## config.mk

```make
export PLATFORM = sky130hd
export DESIGN_NAME = sdram_pattern_tester
export DESIGN_NICKNAME = d
export VERILOG_FILES = /design/src/rtl/sdram_pattern_tester.sv
export SDC_FILE = /design/constraint.sdc
export NUM_CORES = 1
export LEC_CHECK = 0
export CORE_ASPECT_RATIO = 2
export CORE_MARGIN = 4
export CORE_UTILIZATION = 45
export CTS_BUF_LIST = sky130_fd_sc_hd__clkbuf_8
export CTS_CLUSTER_SIZE = 14
export DETAILED_ROUTE_END_ITERATION = 8
export GPL_ROUTABILITY_DRIVEN = 0
export PLACE_DENSITY_LB_ADDON = 0.2
export SLEW_MARGIN = 30
export SYNTH_ARGS = -nofsm -noshare
export SYNTH_HDL_FRONTEND = slang
export SYNTH_SLANG_ARGS = --single-unit
```

## constraint.sdc

```tcl
create_clock -name activeClock -period 4.55 [get_ports activeClock]
set_clock_uncertainty 0.05 [all_clocks]
set_input_delay 0.6825 -clock activeClock [delete_from_list [all_inputs] [get_ports activeClock]]
set_output_delay 0.6825 -clock activeClock [all_outputs]
set_load 0.005 [all_outputs]
```

## src/rtl/sdram_pattern_tester.sv

```systemverilog
// Drives the Max10 SDRAM controller request port: writes an LFSR pattern over an
// address window, reads it back, and reports mismatches and handshake timeouts.
module sdram_pattern_tester #(
    parameter logic [24:0] ADDR_START = 25'd0,
    parameter logic [24:0] ADDR_COUNT = 25'd1024,
    parameter logic [15:0] SEED       = 16'hACE1,
    parameter logic [15:0] TIMEOUT    = 16'd1023
) (
    input  logic        activeClock,
    input  logic        reset_n,
    input  logic        start,
    output logic [24:0] sdram_address,
    output logic [15:0] sdram_inputData,
    output logic        sdram_isWriting,
    output logic        sdram_inputValid,
    input  logic [15:0] sdram_outputData,
    input  logic        sdram_outputValid,
    input  logic        sdram_isBusy,
    input  logic        sdram_recievedCommand,
    output logic        busy,
    output logic        done,
    output logic        pass,
    output logic        timedOut,
    output logic [15:0] errorCount,
    output logic [24:0] firstErrorAddress,
    output logic [15:0] firstErrorExpected,
    output logic [15:0] firstErrorActual
);

    typedef enum logic [2:0] {IDLE, WR_ISSUE, WR_WAIT, RD_ISSUE, RD_WAIT, DONE} state_t;

    state_t      state, stateNext;
    logic [24:0] index, indexNext, indexInc;
    logic [15:0] lfsr, lfsrNext, lfsrStep;
    logic [15:0] timer, timerNext;
    logic [24:0] addressNext;
    logic [15:0] inputDataNext;
    logic        isWritingNext, inputValidNext;
    logic        busyNext, doneNext, passNext, timedOutNext;
    logic [15:0] errorCountNext;
    logic [24:0] firstErrorAddressNext;
    logic [15:0] firstErrorExpectedNext, firstErrorActualNext;
    logic        lastWord, timerExpired, issueNext;

    // Galois form of x^16+x^14+x^13+x^11+1, shifting right.
    assign lfsrStep     = (lfsr >> 1) ^ (lfsr[0] ? 16'hB400 : 16'h0000);
    assign indexInc     = index + 25'd1;
    assign lastWord     = (indexInc == ADDR_COUNT);
    assign timerExpired = ((timer + 16'd1) == TIMEOUT);

    always_ff @(posedge activeClock or negedge reset_n) begin
        if (!reset_n) begin
            state              <= IDLE;
            index              <= '0;
            lfsr               <= SEED;
            timer              <= '0;
            sdram_address      <= '0;
            sdram_inputData    <= '0;
            sdram_isWriting    <= 1'b0;
            sdram_inputValid   <= 1'b0;
            busy               <= 1'b0;
            done               <= 1'b0;
            pass               <= 1'b0;
            timedOut           <= 1'b0;
            errorCount         <= '0;
            firstErrorAddress  <= '0;
            firstErrorExpected <= '0;
            firstErrorActual   <= '0;
        end else begin
            state              <= stateNext;
            index              <= indexNext;
            lfsr               <= lfsrNext;
            timer              <= timerNext;
            sdram_address      <= addressNext;
            sdram_inputData    <= inputDataNext;
            sdram_isWriting    <= isWritingNext;
            sdram_inputValid   <= inputValidNext;
            busy               <= busyNext;
            done               <= doneNext;
            pass               <= passNext;
            timedOut           <= timedOutNext;
            errorCount         <= errorCountNext;
            firstErrorAddress  <= firstErrorAddressNext;
            firstErrorExpected <= firstErrorExpectedNext;
            firstErrorActual   <= firstErrorActualNext;
        end
    end

    always_comb begin
        stateNext              = state;
        indexNext              = index;
        lfsrNext               = lfsr;
        timerNext              = timer;
        addressNext            = sdram_address;
        busyNext               = busy;
        doneNext               = done;
        passNext               = pass;
        timedOutNext           = timedOut;
        errorCountNext         = errorCount;
        firstErrorAddressNext  = firstErrorAddress;
        firstErrorExpectedNext = firstErrorExpected;
        firstErrorActualNext   = firstErrorActual;

        case (state)
            IDLE, DONE: begin
                if (start) begin
                    errorCountNext         = '0;
                    firstErrorAddressNext  = '0;
                    firstErrorExpectedNext = '0;
                    firstErrorActualNext   = '0;
                    timedOutNext           = 1'b0;
                    doneNext               = 1'b0;
                    passNext               = 1'b0;
                    busyNext               = 1'b1;
                    indexNext              = '0;
                    lfsrNext               = SEED;
                    stateNext              = WR_ISSUE;
                end
            end
            WR_ISSUE, RD_ISSUE: begin
                if (timerExpired) begin
                    timedOutNext = 1'b1;
                    stateNext    = DONE;
                end else if (sdram_recievedCommand) begin
                    stateNext = (state == WR_ISSUE) ? WR_WAIT : RD_WAIT;
                end else begin
                    timerNext = timer + 16'd1;
                end
            end
            WR_WAIT: begin
                if (timerExpired) begin
                    timedOutNext = 1'b1;
                    stateNext    = DONE;
                end else if (!sdram_isBusy) begin
                    if (lastWord) begin
                        indexNext = '0;
                        lfsrNext  = SEED;
                        stateNext = RD_ISSUE;
                    end else begin
                        indexNext = indexInc;
                        lfsrNext  = lfsrStep;
                        stateNext = WR_ISSUE;
                    end
                end else begin
                    timerNext = timer + 16'd1;
                end
            end
            RD_WAIT: begin
                // Data arriving on the same cycle as the timeout is still scored.
                if (sdram_outputValid) begin
                    if (sdram_outputData != lfsr) begin
                        if (errorCount == 16'h0000) begin
                            firstErrorAddressNext  = sdram_address;
                            firstErrorExpectedNext = lfsr;
                            firstErrorActualNext   = sdram_outputData;
                        end
                        if (errorCount != 16'hFFFF) begin
                            errorCountNext = errorCount + 16'd1;
                        end
                    end
                    indexNext = indexInc;
                    lfsrNext  = lfsrStep;
                    stateNext = lastWord ? DONE : RD_ISSUE;
                end
                if (timerExpired) begin
                    timedOutNext = 1'b1;
                    stateNext    = DONE;
                end else if (!sdram_outputValid) begin
                    timerNext = timer + 16'd1;
                end
            end
            default: stateNext = IDLE;
        endcase

        if (stateNext != state) begin
            timerNext = '0;
        end

        if (stateNext == DONE && state != DONE) begin
            busyNext = 1'b0;
            doneNext = 1'b1;
            passNext = (errorCountNext == 16'h0000) && !timedOutNext;
        end

        // Request fields are loaded on entry to an issue state and held until acknowledged.
        issueNext      = (stateNext == WR_ISSUE) || (stateNext == RD_ISSUE);
        inputValidNext = issueNext;
        isWritingNext  = (stateNext == WR_ISSUE);
        inputDataNext  = (stateNext == WR_ISSUE) ? lfsrNext : 16'h0000;
        if (issueNext && stateNext != state) begin
            addressNext = ADDR_START + indexNext;
        end
    end

endmodule

```

# After elaboration in Yosys (flattened, before gate mapping)
# Index checks and enable logic that the tools add are counted.
# W data, S select, Z words.
[totals]
ff_bits = 180
in_bits = 22
out_inout_bits = 120
[op_classes]
n_reduce_logical = 18
bitwise_logic = 1
mux = 62
n_eq_ne = 24
n_addsub = 3
[op_table]
columns = ["cell", "n"]
rows = [
  ["$mux W16", 25],
  ["$mux W25", 9],
  ["$pmux W16 S2", 3],
  ["$pmux W16 S3", 2],
  ["$pmux W25 S3", 1],
  ["$pmux W25 S2", 1],
  ["$add A16 B1 Y16 const B", 2],
  ["$logic_not A16 Y1", 2],
  ["$mux W3", 9],
  ["$add A25 B1 Y25 const B", 1],
  ["$eq A25 B11 Y1 const B", 1],
  ["$ne A3 B3 Y1 const B", 7],
  ["$eq A16 B10 Y1 const B", 1],
  ["$ne A16 B16 Y1", 1],
  ["$ne A16 B16 Y1 const B", 1],
  ["$xor A15 B16 Y16", 1],
  ["$pmux W3 S4", 1],
  ["$eq A3 B2 Y1 const B", 3],
  ["$eq A3 B3 Y1 const B", 3],
  ["$mux W1", 9],
  ["$ne A2 B2 Y1 const B", 4],
  ["$reduce_and A7 Y1", 1],
  ["$eq A3 B1 Y1 const B", 2],
  ["$reduce_bool A2 Y1", 3],
  ["other kinds (12)", 15],
]

# Depth between registers and ports, before layout
# Gate-level depths: netlist (run 1).
[logic_depth]
word_depth = 10
ltp_mapped = 13
depth_no_buf = 11

# Least setup slack after synthesis (run 1)
# Ideal clock, no wire load.
[synth_timing]
kind = "reg-to-reg"
from = "register index[0]"
to = "register timer[1]"
t_arrival_ns = 3.061
period_less_slack_ns = 3.217
stages_incl_launch_ff = 12
setup_ns = 0.107
setup_slack_ns = 1.333
path_buffers = 1
cell_sequence = "dfrtp_1 ha_1 nand3_1 nor4_4 buf_6 a31oi_4 or4_1 nand4bb_1 o21a_1 and3_4 o41a_4 a2111oi_4"
[synth_via]
elab_chain_len = 9
[synth_rtl]
columns = ["element", "line", "source"]
rows = [
  ["start, declared", "33", "logic [24:0] index, indexNext, indexInc;"],
  ["start signal, assigned", "71", "index <= indexNext;"],
  ["$add A25 B1 Y25 (*)", "47", "assign indexInc = index + 25'd1;"],
  ["$eq A25 B11 Y1 (*)", "48", "assign lastWord = (indexInc == ADDR_COUNT);"],
  ["$mux W3 / $mux W2 (equally long branches)", "163, 135", ""],
  ["$mux W3 (on tied branches)", "150, 134", ""],
  ["$mux W3 (on tied branches)", "165, 131", ""],
  ["$pmux W3 S4 (*)", "104", "case (state)"],
  ["$ne A3 B3 Y1 (*)", "175", "if (stateNext != state) begin"],
  ["$ne A3 B3 Y1 (no source line) / $reduce_bool A4 Y1 (equally long branches)", "-", ""],
  ["$reduce_and A7 Y1 (no source line)", "-", ""],
  ["end signal, assigned", "73", "timer <= timerNext;"],
  ["end, declared", "35", "logic [15:0] timer, timerNext;"],
]
# Every way passes the cells marked *; elsewhere a longest branch is shown, timed or not.
# A chain may end at the register's enable or synchronous reset.

# Worst setup path in the final report (run 1)
[layout_timing]
from = "register index[0]"
to = "register sdram_address[0]"
[layout_lines]
columns = ["element", "line", "source"]
rows = [
  ["$add A25 B1 Y25", "47", ""],
  ["$eq A25 B11 Y1", "48", ""],
  ["$mux W25", "135", "if (lastWord) begin"],
  ["$mux W25", "134", "end else if (!sdram_isBusy) begin"],
  ["$mux W25", "131", "if (timerExpired) begin"],
  ["$pmux W25 S3 (*)", "104", ""],
  ["via indexNext[0]", "33", ""],
  ["end signal, assigned", "74", "sdram_address <= addressNext;"],
  ["end, declared", "12", "output logic [24:0] sdram_address,"],
]
# The timed path passes the listed nets; every way through them passes the cells marked *.

==> results.py, run 1 <==
metrics = {
    "clock_tree": {
        "cts_resized": 0,
        "tritoncts": "built",
        "post_cts_buffers": 0,
        "clockBufferDepth": 2,
        "clock-sinks": 180,
        "ctsHoldBuffers": 0,
        "path_clk_slew_ps": 100,
        "cts_buffers": 17,
        "cts_htree_levels": 4,
        "root_buffer": "clkbuf_8",
        "clock_latency_ps": 500,
    },
    "worst_setup_path": {
        "worst_r2r_endpoint": "sdram_address[0]$_DFFE_PN0P_",
        "crit_chain": "ha_1 -> nand3_1 -> nor4_4 -> and3_1 -> xnor2_1 -> nor4b_1 -> nand4_1 -> a31oi_1 -> o21ai_0 -> mux2_2",
        "crit_path_end": "sdram_address[0]$_DFFE_PN0P_",
        "cp_num_cells": 10,
        "reg2reg_from": "index[0]$_DFF_PN0_",
        "r2r_slack_ps": 510,
        "cpPeakStageDelay_ps": 640,
        "worstPathRequired_ps": 4900,
        "crit_start": "index[0]$_DFF_PN0_",
        "cp.arrival_ps": 4390,
        "cp_slowest_cell": "nor4_4",
        "cp_num_buf_inv": 0,
        "endpoint_kind": "flop",
        "reg2reg_depth": 10,
        "cp_max_fo": 11,
        "cpLargestDelayFamily": "simple AND/OR/NAND/NOR gates",
        "setup.worst_path.class": "flop to flop",
        "start_kind": "flop",
    },
    "timing": {
        "rsz0062_at_grt": "false",
        "fin_crit_sh": 0.8879,
        "hold_viol_final": 0,
        "finalSetupViolCount": 0,
        "drv_slew": 0,
        "fmax_ghz": 0.2475,
        "setup-tns-final_ps": 0,
        "slew_headroom": 0.3613,
        "tightest_slew_ps": 948.1,
        "fin_crit_ps": 4040,
    },
    "layout": {
        "layoutNonFillerInstCount": 1474,
        "seqCellArea_sq_um": 4514,
        "nNetsFinal": 1219,
        "num_antenna_cells": 0,
        "drive_gt1_frac": 0.09544,
        "syn2layout_area_growth_pct": 21.03,
        "fin_area_sq_um": 11750,
        "multi_input_area_sq_um": 4815,
        "nFillCells": 1989,
    },
    "power_and_ir_drop": {
        "ir_drop_uv": 247.8,
        "p_leak_nw": 4.867,
        "power_density_nw_per_um2": 425.5,
    },
    "place": {
        "io_buffers": 141,
        "dpl_cell_area_sq_um": 11390,
        "dp_hpwl_microns": 20140,
        "post-place-cells": 1442,
    },
    "logic_synthesis": {
        "synth_area_leader_cell": "dfrtp_1",
        "synth.avg_cell_area_sq_um": 9.039,
        "yosysMostFrequentCell": "nand2_1",
        "synth_commonest_cells": "189 x nand2_1, 172 x dfrtp_1, 115 x o21ai_0",
        "synth_cells": 1074,
        "synth_fp_nets": 1101,
        "ys_ff_latch": 180,
        "yosysUniqueCellTypes": 83,
        "async_flop_share": 1.000,
        "netlist_area_sq_um": 9708,
        "synth_area_leaders": "dfrtp_1 44%, nand2_1 7.3%, o21ai_0 5.9%",
        "synth-edff-count": 0,
        "yosysWarnings": 0,
        "synth.top_cell.area_share": 0.4434,
        "synth-seq-area-share": 0.4650,
        "ys.flop_type": "dfrtp_1",
    },
    "min_path": {
        "min_path_type": "input port to async pin",
    },
    "global_routing": {
        "grt_pass1_vias": 8670,
        "grt_max_degree": 98,
        "grt_usage": 0.2344,
        "grt_pass1_wl_microns": 45680,
        "antenna_found_initial": 0,
        "grt_overflow": 0,
    },
    "detailed_routing": {
        "first_pass_iters": 5,
        "routed_wl_microns": 27760,
        "drc": 0,
        "detail_route.vias_per_cell": 5.880,
        "drtIter0Drc": 492,
        "num_vias": 8667,
        "drt-wirelength-per-cell_microns": 18.84,
        "ant_nets": 0,
    },
    "floorplanning": {
        "fp.dieW_microns": 111.9,
        "core-area_sq_um": 21110,
        "die-height_microns": 215.7,
        "placementRows": 75,
        "start_util": 0.4598,
        "ios": 142,
        "die-area_sq_um": 24130,
    },
    "job": {
        "cap_violations": 0,
    },
    "outcome": {
        "status": "finished clean",
    },
}
## how the worst min path moves through the flow
stage,to,cells after the start
after floorplan,busy$_DFFE_PN0P_,0
after global placement,firstErrorActual[13]$_DFFE_PN0P_,2
after detailed placement,firstErrorAddress[14]$_DFFE_PN0P_,2
after CTS,errorCount[3]$_DFF_PN0_,1
after global routing,errorCount[11]$_DFF_PN0_,1
final,errorCount[5]$_DFF_PN0_,1
## where the power goes
group,switching [mW],internal [mW]
combinational,1.21,0.742
sequential,0.230,1.81
clock,0.585,0.420
total,2.03,2.97
## through the flow
step | worst slack [ps] | utilization | hold WS [ps] | total power, mW
detailed placement | 517.0 | 0.5396 | 419.7 | 4.036
finish | 509.9 | 0.5565 | 162.8 | 5.000
global placement | 642.0 | 0.5396 | 412.1 | 4.004
global route | 210.2 | 0.5565 | 214.4 | 5.344
floorplan | 1333 | - | 336.9 | 3.280
CTS | 525.5 | 0.5565 | 180.5 | 5.048
## state kept, by name, indices dropped and copies added (netlist names)
register	cells
timedOut	1
firstErrorActual	16
busy	1
index	25
done	1
timer	16
firstErrorAddress	25
firstErrorExpected	16
lfsr	16
pass	1
sdram_isWriting	1
sdram_inputValid	1
errorCount	16
sdram_address	25
sdram_inputData	16
state	3
## area by class of cell
class	count	area share
clock inverter	12	0.007028
clock buffer	20	0.02343
sequential	180	0.3842
timing repair buffer	164	0.1370
inverter	31	0.009903
tap	269	0.02864
multi-input combinational	798	0.4098
## cells in the final DEF, fill, tap and decap left out, types with 12 or more instances in the layout
cell type	instances
inv_1	31
nand3_1	25
nand2_1	188
nor4_1	18
nor2_1	45
o21ai_0	115
buf_4	21
o31ai_1	29
xor2_1	27
clkdlybuf4s50_1	140
nand4_1	18
clkbuf_8	20
nor3_1	38
dfrtp_1	172
xnor2_1	18
a21oi_1	48
mux2_2	20
a31oi_1	22
and2_1	12
and3_1	20
## per-layer routing
layer / share of wire / vias to the layer above / global-route usage
met5: 0 / - / 0
met4: 0.043 / 0 / 0.1165
met3: 0.048 / 82 / 0.03868
met2: 0.52 / 315 / 0.4149
met1: 0.39 / 4179 / 0.2710
li1: - / 4091 / -
## kinds of logic after synthesis
logic type | share of synthesized area
buf+inv | 0.04060
simple gates | 0.2261
xor+xnor | 0.04060
compound gates | 0.1892
flops | 0.4650
fa+ha+maj | 0.006444
mux | 0.03209
(Power assumes the default switching activity.)
==> run 2, diff against run 1 <==
--- a/config.mk
+++ b/config.mk
@@ -8,11 +8,11 @@
 export CORE_ASPECT_RATIO = 2
 export CORE_MARGIN = 4
 export CORE_UTILIZATION = 45
-export CTS_BUF_LIST = sky130_fd_sc_hd__clkbuf_8
 export CTS_CLUSTER_SIZE = 14
 export DETAILED_ROUTE_END_ITERATION = 8
 export GPL_ROUTABILITY_DRIVEN = 0
 export PLACE_DENSITY_LB_ADDON = 0.2
+export SKIP_CTS_REPAIR_TIMING = 1
 export SLEW_MARGIN = 30
 export SYNTH_ARGS = -nofsm -noshare
 export SYNTH_HDL_FRONTEND = slang
==> results.py, run 2 (same netlist as run 1, synthesis figures left out) <==
metrics = {
    "worst_setup_path": {
        "cpLargestDelayFamily": "simple AND/OR/NAND/NOR gates",
        "endpoint_kind": "flop",
        "cp_slowest_cell": "nor4_4",
        "setup.worst_path.class": "flop to flop",
        "worstPathRequired_ps": 4830,
        "cp.arrival_ps": 4260,
        "cpPeakStageDelay_ps": 640,
        "crit_chain": "ha_1 -> nand3_1 -> nor4_4 -> a31oi_4 -> or4_1 -> nand4bb_1 -> o21ai_0 -> o211a_1 -> o2111ai_2 -> nor4_1",
        "cp_num_buf_inv": 0,
        "start_kind": "flop",
        "cp_max_fo": 17,
    },
    "timing": {
        "fmax_ghz": 0.2509,
        "fin_crit_ps": 3986,
        "drv_slew": 0,
        "setup-tns-final_ps": 0,
        "tightest_slew_ps": 925.8,
        "fin_crit_sh": 0.8760,
        "finalSetupViolCount": 0,
        "slew_headroom": 0.3763,
        "rsz0062_at_grt": "false",
        "worst_slack_ps": 564.4,
        "holdWs_ps": 230.9,
        "hold_viol_final": 0,
    },
    "detailed_routing": {
        "drc": 0,
        "first_pass_iters": 6,
        "ant_nets": 0,
        "drtIter0Drc": 433,
        "detail_route.vias_per_cell": 5.883,
        "routed_wl_microns": 27880,
        "num_vias": 8672,
        "drt-wirelength-per-cell_microns": 18.92,
    },
    "floorplanning": {
        "die-height_microns": 215.7,
        "fp.dieW_microns": 111.9,
        "core-area_sq_um": 21110,
        "die-area_sq_um": 24130,
        "placementRows": 75,
        "ios": 142,
        "start_util": 0.4598,
    },
    "layout": {
        "seqCellArea_sq_um": 4514,
        "post-route-util": 0.5656,
        "final_cell_mix": "188 x nand2_1, 172 x dfrtp_1, 140 x clkdlybuf4s50_1, 115 x o21ai_0, 48 x a21oi_1",
        "nNetsFinal": 1219,
        "syn2layout_area_growth_pct": 23.01,
        "multi_input_area_sq_um": 4815,
        "fin_area_sq_um": 11940,
        "drive_gt1_frac": 0.09544,
        "num_antenna_cells": 0,
        "layout_commonest_cell": "nand2_1",
        "top_regs": "firstErrorAddress (25), index (25), sdram_address (25)",
        "nFillCells": 1962,
    },
    "power_and_ir_drop": {
        "ir_drop_uv": 274.6,
        "p_leak_nw": 4.950,
        "power_density_nw_per_um2": 449.4,
    },
    "job": {
        "cap_violations": 0,
    },
    "place": {
        "dpl_cell_area_sq_um": 11390,
        "io_buffers": 141,
        "dpl_worst_slack_ps": 517.0,
        "dp_hpwl_microns": 20140,
    },
    "global_routing": {
        "grt_max_degree": 98,
        "grt_pass1_vias": 8654,
        "grt_usage": 0.2359,
        "antenna_found_initial": 0,
        "grt_pass1_wl_microns": 45860,
        "grt_overflow": 0,
    },
    "outcome": {
        "status": "finished clean",
    },
    "clock_tree": {
        "cts_buffers": 17,
        "path_clk_slew_ps": 70,
        "tritoncts": "built",
        "clock_latency_ps": 440,
        "clock-sinks": 180,
        "cts_htree_levels": 4,
        "root_buffer": "clkbuf_16",
        "clockBufferDepth": 2,
    },
    "min_path": {
        "min_path_type": "input port to async pin",
    },
}
[run 2: cell count changes in the layout (fill, tap and decap cells not counted), sizes merged]
cell	before	now
inv	32	31
clkbuf	20	21
[run 2: report_power, final]
group	total, mW	switching [mW]	internal, mW	leakage, nW
clock network	1.37	0.623	0.743	0.274
registers	2.05	0.232	1.81	2.46
logic	1.95	1.21	0.742	2.21
total	5.37	2.07	3.30	4.95
[run 2: area by class of cell]
cell class / instances / area share
clock buffer: 21 / 0.03940
timing repair buffer: 164 / 0.1348
clock inverter: 11 / 0.006601
multi-input combinational: 798 / 0.4032
tap: 269 / 0.02819
sequential: 180 / 0.3780
inverter: 31 / 0.009744
[run 2: stage by stage]
step                      total power [mW]  cells
after detailed placement             4.036   1442
after global routing                 5.713   1474
after floorplan                      3.280   1074
after CTS                            5.422   1474
final                                5.367   1474
after global placement               4.004   1442
[run 2: metal layers]
metal	wire [microns]	part of all wire	GRT usage
met1	10940	0.39	0.2751
met2	14590	0.52	0.4179
met3	1173	0.042	0.03363
met4	1177	0.042	0.1186
met5	0	0	0
[run 2: path summary, 6_finish.rpt]
path	endpoint	slack (ps)	cells past startpoint	from
setup reg to reg	sdram_inputData[13]$_DFF_PN0_	560	10	index[0]$_DFF_PN0_
hold / removal	errorCount[5]$_DFF_PN0_	230	1	reset_n
max in group asynchronous	sdram_address[22]$_DFFE_PN0P_	3220	2	reset_n
min in group activeClock	firstErrorAddress[20]$_DFFE_PN0P_	430	2	firstErrorAddress[20]$_DFFE_PN0P_
hold reg to reg	firstErrorAddress[20]$_DFFE_PN0P_	430	2	firstErrorAddress[20]$_DFFE_PN0P_
setup / recovery	sdram_inputData[13]$_DFF_PN0_	560	10	index[0]$_DFF_PN0_
==> run 3, diff against run 2 <==
--- a/config.mk
+++ b/config.mk
@@ -5,7 +5,8 @@
 export SDC_FILE = /design/constraint.sdc
 export NUM_CORES = 1
 export LEC_CHECK = 0
-export CORE_ASPECT_RATIO = 2
+export ABC_CLOCK_PERIOD_IN_PS = 4550
+export CORE_ASPECT_RATIO = 0.8
 export CORE_MARGIN = 4
 export CORE_UTILIZATION = 45
 export CTS_CLUSTER_SIZE = 14
==> results.py, run 3 (same netlist as run 1, synthesis figures left out) <==
metrics = {
    "outcome": {
        "status": "finished clean",
    },
    "clock_tree": {
        "path_clk_slew_ps": 70,
        "clock-sinks": 180,
        "cts_htree_levels": 4,
        "clockBufferDepth": 2,
        "tritoncts": "built",
        "root_buffer": "clkbuf_16",
        "clock_latency_ps": 430,
        "cts_buffers": 17,
    },
    "job": {
        "cap_violations": 0,
    },
    "worst_setup_path": {
        "setup.worst_path.class": "flop to flop",
        "cp_max_fo": 25,
        "reg2reg_from": "timer[3]$_DFFE_PN0P_",
        "reg2reg_depth": 10,
        "crit_start": "timer[3]$_DFFE_PN0P_",
        "r2r_slack_ps": 490,
        "worstPathRequired_ps": 4810,
        "start_kind": "flop",
        "cp.arrival_ps": 4320,
        "worst_r2r_endpoint": "sdram_address[5]$_DFFE_PN0P_",
        "endpoint_kind": "flop",
    },
    "timing": {
        "fin_crit_ps": 4056,
        "fmax_ghz": 0.2465,
        "fin_crit_sh": 0.8915,
        "hold_viol_final": 0,
        "worst_slack_ps": 493.5,
        "rsz0062_at_grt": "false",
        "finalSetupViolCount": 0,
        "slew_headroom": 0.4353,
        "tightest_slew_ps": 847.0,
        "setup-tns-final_ps": 0,
        "holdWs_ps": 200.5,
        "drv_slew": 0,
    },
    "layout": {
        "final_cell_mix": "188 x nand2_1, 172 x dfrtp_1, 140 x clkdlybuf4s50_1, 115 x o21ai_0, 48 x a21oi_1",
        "syn2layout_area_growth_pct": 23.08,
        "nNetsFinal": 1213,
        "layoutNonFillerInstCount": 1468,
        "fin_area_sq_um": 11950,
        "drive_gt1_frac": 0.09174,
        "top_regs": "firstErrorAddress (25), index (25), sdram_address (25)",
        "layout_commonest_cell": "nand2_1",
        "num_antenna_cells": 0,
    },
    "floorplanning": {
        "die-area_sq_um": 24000,
        "placementRows": 47,
        "fp.dieW_microns": 172.2,
        "ios": 142,
        "start_util": 0.4637,
        "core-area_sq_um": 20940,
        "die-height_microns": 139.4,
    },
    "detailed_routing": {
        "drc": 0,
        "detail_route.vias_per_cell": 5.843,
        "routed_wl_microns": 26830,
        "drt-wirelength-per-cell_microns": 18.28,
        "first_pass_iters": 5,
        "num_vias": 8577,
        "ant_nets": 0,
        "drtIter0Drc": 912,
    },
    "global_routing": {
        "grt_overflow": 0,
        "grt_max_degree": 105,
        "grt_pass1_vias": 8086,
        "antenna_found_initial": 0,
        "grt_pass1_wl_microns": 43860,
        "grt_usage": 0.2253,
    },
    "power_and_ir_drop": {
        "ir_drop_uv": 266.3,
        "p_leak_nw": 4.928,
        "power_density_nw_per_um2": 459.0,
    },
    "min_path": {
        "min_path_type": "input port to async pin",
    },
    "place": {
        "dp_hpwl_microns": 18710,
        "io_buffers": 141,
        "dpl_cell_area_sq_um": 11350,
        "post-place-cells": 1436,
        "dpl_worst_slack_ps": 573.3,
    },
}
## run 3: cell count changes in the layout (fill, tap and decap cells not counted), sizes merged
cell / delta
clkinvlp: +3
clkinv: -7
bufinv: +2
inv: +5
buf: -6
clkbuf: -3
## run 3: worst max-delay path: stages, from the launching register on
cell and delay, ps:
dfrtp_1 550, nand2_1 160, or4_1 490, a221oi_1 330, o2111a_1 630, o21ai_1 200, o31ai_2 440, o21ai_1 200
nor3_4 140, buf_4 360, mux2_2 380
## run 3: routing by layer
layer	vias to the layer above	track usage	part of all wire
met2	314	0.3468	0.47
met1	4152	0.3321	0.46
met4	0	0.04508	0.0074
met3	16	0.04650	0.068
li1	4095	-	-
met5	-	0	0
## run 3: how the worst max path moves through the flow
stage,endpoint,slack (ps),depth (start not counted)
5_1_grt,sdram_inputData[10]$_DFF_PN0_,260,10
2_1_floorplan,timer[1]$_DFFE_PN0P_,1330,11
3_5_place_dp,sdram_address[17]$_DFFE_PN0P_,570,10
6_report,sdram_address[5]$_DFFE_PN0P_,490,10
4_1_cts,sdram_address[5]$_DFFE_PN0P_,590,10
3_3_place_gp,sdram_address[9]$_DFFE_PN0P_,620,10
## run 3: cell type report
class                      count  area (sq um)
fill                        1863          8986
multi-input combinational    798          4818
sequential                   180          4514
timing repair buffer         158          1565
clock buffer                  18         429.2
tap                          269         336.6
clock inverter                14         168.9
inverter                      31         116.4
## run 3: stage by stage
step                power (mW)  utilization
floorplan                3.280            -
global placement         3.978       0.5420
detailed placement       4.007       0.5422
CTS                      5.523       0.5708
global route             5.815       0.5708
finish                   5.485       0.5708
## run 3: report_power, final
group          switching (mW)  internal, mW  total, mW
clock                   0.675         0.827       1.50
combinational            1.18         0.732       1.91
sequential              0.262          1.81       2.07
